## src/rtl/apb_regfile_slave.sv

```systemverilog
// APB slave fronting a DEPTH x D_WIDTH register file.
// Supports wait states, byte-lane write strobes, out-of-range error responses and aborted transfers.
module apb_regfile_slave #(
    parameter int                 A_WIDTH     = 8,
    parameter int                 D_WIDTH     = 32,
    parameter int                 DEPTH       = 16,
    parameter int                 WAIT_STATES = 0,
    parameter logic [D_WIDTH-1:0] RESET_VAL   = 'h12
) (
    input  logic                 p_clk,
    input  logic                 p_rstn,
    input  logic                 p_sel,
    input  logic                 p_enable,
    input  logic                 p_write,
    input  logic [A_WIDTH-1:0]   p_addr,
    input  logic [D_WIDTH-1:0]   p_wdata,
    input  logic [D_WIDTH/8-1:0] p_strb,
    output logic [D_WIDTH-1:0]   p_rdata,
    output logic                 p_ready,
    output logic                 p_slverr
);

    localparam int N_LANES = D_WIDTH / 8;
    localparam int IDX_W   = (DEPTH > 1) ? $clog2(DEPTH) : 1;

    typedef enum logic [1:0] {IDLE, SETUP, ACCESS} state_e;

    state_e                 state_q, state_d, phase;
    logic [A_WIDTH-1:0]     addr_q, addr_d;
    logic                   wr_q, wr_d;
    logic [D_WIDTH-1:0]     wdata_q, wdata_d;
    logic [N_LANES-1:0]     strb_q, strb_d;
    logic [3:0]             cnt_q, cnt_d;
    logic [D_WIDTH-1:0]     mem_q [DEPTH];
    logic [D_WIDTH-1:0]     mem_d [DEPTH];

    logic                   addr_ok;
    logic [IDX_W-1:0]       idx;
    logic                   ready;

    // state_q holds the phase we expect the bus to be in. The live phase also
    // looks at p_sel/p_enable, so a setup cycle is recognised in the cycle it
    // appears and a dropped select aborts without ever raising p_ready.
    always_comb begin
        phase = IDLE;
        if (state_q == ACCESS) begin
            if (p_sel && p_enable) phase = ACCESS;
        end else if (p_sel && !p_enable) begin
            phase = SETUP;
        end
    end

    assign addr_ok = {1'b0, addr_q} < (A_WIDTH+1)'(DEPTH);
    assign idx     = addr_q[IDX_W-1:0];
    assign ready   = (phase == ACCESS) && (cnt_q == 4'(WAIT_STATES));

    // NOTE: every always_comb output gets a default first, so no path leaves a latch.
    always_comb begin
        state_d = IDLE;
        addr_d  = addr_q;
        wr_d    = wr_q;
        wdata_d = wdata_q;
        strb_d  = strb_q;
        cnt_d   = cnt_q;
        mem_d   = mem_q;
        case (phase)
            SETUP: begin
                addr_d  = p_addr;
                wr_d    = p_write;
                wdata_d = p_wdata;
                strb_d  = p_strb;
                cnt_d   = '0;
                state_d = ACCESS;
            end
            ACCESS: begin
                if (!ready) begin
                    cnt_d   = cnt_q + 4'd1;
                    state_d = ACCESS;
                end else if (wr_q && addr_ok) begin
                    for (int i = 0; i < N_LANES; i++) begin
                        if (strb_q[i]) mem_d[idx][8*i +: 8] = wdata_q[8*i +: 8];
                    end
                end
            end
            default: ;
        endcase
    end

    always_comb begin
        p_ready  = ready;
        p_slverr = ready && !addr_ok;
        p_rdata  = (ready && !wr_q && addr_ok) ? mem_q[idx] : '0;
    end

    // NOTE: sequential state uses non-blocking assignments only, so every flop
    // samples the pre-edge value of its _d input regardless of statement order.
    // NOTE: the register file is built from resettable flops rather than a RAM,
    // because every word must read RESET_VAL straight after reset.
    always_ff @(posedge p_clk or negedge p_rstn) begin
        if (!p_rstn) begin
            state_q <= IDLE;
            addr_q  <= '0;
            wr_q    <= 1'b0;
            wdata_q <= '0;
            strb_q  <= '0;
            cnt_q   <= '0;
            for (int i = 0; i < DEPTH; i++) mem_q[i] <= RESET_VAL;
        end else begin
            state_q <= state_d;
            addr_q  <= addr_d;
            wr_q    <= wr_d;
            wdata_q <= wdata_d;
            strb_q  <= strb_d;
            cnt_q   <= cnt_d;
            for (int i = 0; i < DEPTH; i++) mem_q[i] <= mem_d[i];
        end
    end

endmodule

```

## config.mk

```make
export PLATFORM = sky130hd
export DESIGN_NAME = apb_regfile_slave
export DESIGN_NICKNAME = d
export VERILOG_FILES = /design/src/rtl/apb_regfile_slave.sv
export SDC_FILE = /design/constraint.sdc
export NUM_CORES = 1
export LEC_CHECK = 0
export ABC_AREA = 1
export CELL_PAD_IN_SITES_DETAIL_PLACEMENT = 0
export CELL_PAD_IN_SITES_GLOBAL_PLACEMENT = 1
export CORE_MARGIN = 5
export CORE_UTILIZATION = 35
export DETAILED_ROUTE_END_ITERATION = 7
export GPL_TIMING_DRIVEN = 1
export HOLD_SLACK_MARGIN = 0.03
export PLACE_DENSITY = 0.73
export SYNTH_ARGS = -nofsm -noshare
export SYNTH_HDL_FRONTEND = slang
export SYNTH_SLANG_ARGS = --single-unit
```

## constraint.sdc

```tcl
create_clock -name p_clk -period 2.4 [get_ports p_clk]
set_input_delay 0.36 -clock p_clk [delete_from_list [all_inputs] [get_ports p_clk]]
set_output_delay 0.36 -clock p_clk [all_outputs]
set_load 0.02 [all_outputs]
```

==> results.py <==
metrics = {
    "sta": {
        "rsz0062_at_grt": "yes",
        "min_period_ps": 2850,
        "timing.hold.ws_ps": 275,
        "setup_viol": 32,
        "slew-limit-headroom": 0.309,
        "fin_ws_ps": -450,
        "fmax_mhz": 351,
        "final-hold-violation-count": 0,
        "finalMaxSlewViolations": 0,
        "worstMarginPinSlew_ps": 1040,
        "min_period_over_period": 1.19,
        "skew_ps": 25.8,
        "tns_ps": -12510,
    },
    "floorplanning": {
        "start_util": 0.353,
        "io_pins": 83,
        "die_h_um": 295,
        "rows": 104,
        "fp.dieW_um": 295,
        "core_um2": 80700,
        "design.die.area_um2": 87200,
    },
    "job": {
        "maxCapViolCount": 0,
    },
    "logic_synthesis": {
        "seq_area_frac_synth": 0.495,
        "synth_edf_count": 0,
        "synth_top_cell_area_share": 0.466,
        "ys_top_cells_by_area": "dfrtp_1, nand2_1, nand3_1, nor2_1, nand4_1",
        "synth_largest_area_cell": "dfrtp_1",
        "synth_warnings": 0,
        "synth_seq_cells": 562,
        "avgSynthCellArea_um2": 7.39,
        "synthFlopType": "dfrtp_1",
        "synth.net_count": 3908,
        "netlist_area_um2": 28500,
        "netlist_instances": 3857,
        "yosysMostFrequentCell": "nand2_1",
        "async_flop_share": 1.00,
        "synthTopCellsByCount": "nand2_1, dfrtp_1, nor2_1, nand3_1, nand4_1",
        "ys_types": 24,
    },
    "worst_setup_path": {
        "r2r-start": "addr_q[0]",
        "critical_path_arrival_ps": 2490,
        "worstSetupPathType": "flop to primary output",
        "crit_path_max_fanout": 7,
        "crit_required_ps": 2040,
        "crit_end": "p_rdata[7]",
        "reg2reg_slack_ps": 100,
        "reg2reg_to": "mem_q[162]",
        "startpoint": "addr_q[0]",
        "cp-end-kind": "primary output",
        "r2r_cells": 13,
        "start_kind": "flop",
    },
    "routing": {
        "wl_per_cell_um": 20.7,
        "route.detailed.drc": 0,
        "drt-pass1-iter-count": 5,
        "drt_iter0_markers": 2533,
        "dr_total_vias": 26500,
        "viasPerCell": 5.14,
        "ant_nets": 0,
        "wl_um": 107000,
    },
    "clocking": {
        "root_buffer": "clkbuf_16",
        "path_clk_slew_ps": 60,
        "cts.sinks": 562,
        "htreeDepth": 3,
        "cts_buffers": 68,
        "clock_path_buffers": 3,
        "clkLatencyLatePin_ps": 620,
        "cts_tree": "yes",
    },
    "power": {
        "power-per-cell-area_nw_per_um2": 762,
        "p_comb_frac": 0.245,
        "peakVddDrop_v": 0.000441,
        "p_sw_mw": 9.28,
        "pwr-share-clk": 0.388,
        "internal_power_mw": 18.8,
        "seqPwrFrac": 0.367,
        "finalPower_mw": 28.0,
        "switching_share": 0.331,
        "p_leak_nw": 18.9,
    },
    "grt": {
        "grt_pass1_wl_um": 157000,
        "grt_util_met1": 0.337,
        "use_met3": 0.0394,
        "grt_busiest_layer": "met2",
        "grt_antenna_before_repair": 0,
        "grt_usage": 0.232,
        "overflow": 0,
        "grt_use_met2": 0.359,
        "grt_max_degree": 58,
        "grt_pass1_vias": 25300,
    },
    "placement": {
        "gp_congestion": 0.846,
        "io_buffers": 82,
        "hpwlAfterDp_um": 66900,
        "placed_cells": 4974,
    },
    "finish": {
        "finalNonFillerCells": 5160,
        "layout.nets": 4097,
        "drive_above_1_share": 0.186,
        "nFillCells": 8027,
        "n_antenna_cell": 0,
        "area_growth_pct": 29.2,
    },
    "run_status": {
        "violations": "negative setup slack",
        "status": "finished with violations",
    },
    "hold_path": {
        "hp-class": "input port to flop",
        "hold_path_depth": 3,
    },
}
flip-flops by register name, summed over array words and instances (netlist names):
register  cells
addr_q        8
cnt_q         4
mem_q       512
state_q       1
strb_q        4
wdata_q      32
wr_q          1
how the worst min path moves through the flow:
| stage | endpoint | startpoint |
|---|---|---|
| final | wdata_q[21] | p_wdata[21] |
| after global routing | wdata_q[21] | p_wdata[21] |
| after CTS | wdata_q[21] | p_wdata[21] |
| after detailed placement | mem_q[316] | p_rstn |
| after global placement | mem_q[316] | p_rstn |
| after floorplan | addr_q[0] | p_rstn |
cell families after synthesis:
logic type	synth area share
simple gates	0.417
flops	0.495
buf+inv	0.0675
compound gates	0.0190
fa+ha+maj	0.000878
xor+xnor	0.000307
timing repair:
| item | in CTS | in global routing |
|---|---|---|
| gates cloned | 2 | 22 |
| endpoints found under the setup margin | 34 | 34 |
| pin swaps | 3 | 104 |
| hold buffers | 1 | 0 |
| gates resized for setup | 182 | 333 |
| endpoints found under the hold margin | 38 | 0 |
| setup buffers | 2 | 36 |
power groups by stage:
stage	sequential, mW	clock [mW]	combinational, mW
2_1_floorplan	9.86	0	3.00
3_3_place_gp	10.4	0	5.50
3_5_place_dp	10.4	0	5.48
4_1_cts	10.3	11.1	5.72
5_1_grt	10.3	11.4	7.35
6_report	10.3	10.9	6.88
area by class of cell:
type                    instances  area, µm²  area share
clock buffers                 102       2010      0.0547
clock inverters                22        317     0.00860
inverters                     159        619      0.0168
multi-input cells            2850      13300       0.362
flip-flops and latches        562      14100       0.383
well taps                    1060       1330      0.0360
repair buffers                404       5090       0.138
repair inverters                1       16.3    0.000442
worst max-delay path: stages, from the launching register on:
cell	delay, ps
dfrtp_4	500
buf_12	160
nand2_8	120
buf_12	130
clkbuf_16	170
buf_6	110
nor2_2	30
nor2_1	100
nand2_1	80
nand2_1	100
nand3_2	90
nor2_4	170
buf_6	140
layer usage:
metal	wire (µm)	share of wire	vias up
li1	-	-	12600
met4	2570	0.024	0
met5	0	0	-
met2	48000	0.45	879
met1	48900	0.46	12900
met3	7160	0.067	138
through the flow:
stage / setup slack, ps / cell area [µm²] / util
2_1_floorplan: 126 / 28500 / -
3_3_place_gp: -461 / 32500 / 0.403
5_1_grt: -546 / 36800 / 0.456
4_1_cts: -551 / 35100 / 0.435
6_report: -450 / 36800 / 0.456
3_5_place_dp: -467 / 32500 / 0.403
cells in the final DEF (no fill, tap or decap), types with 16 or more instances in the layout:
master and n:
nor2_2 44, nor2_1 437, buf_12 102, nand2_2 81, o21ai_1 38, buf_6 48, nand3_1 415, dfstp_2 32
o21ai_0 66, nand2_1 1489, buf_4 171, nand3_2 16, nand4_1 160, clkbuf_1 18, clkbuf_16 87, dfrtp_1 527
nor2_4 35, clkdlybuf4s50_1 47, inv_2 21, nand3_4 55, inv_1 135
No activity file was read; power rests on OpenSTA's default activity.
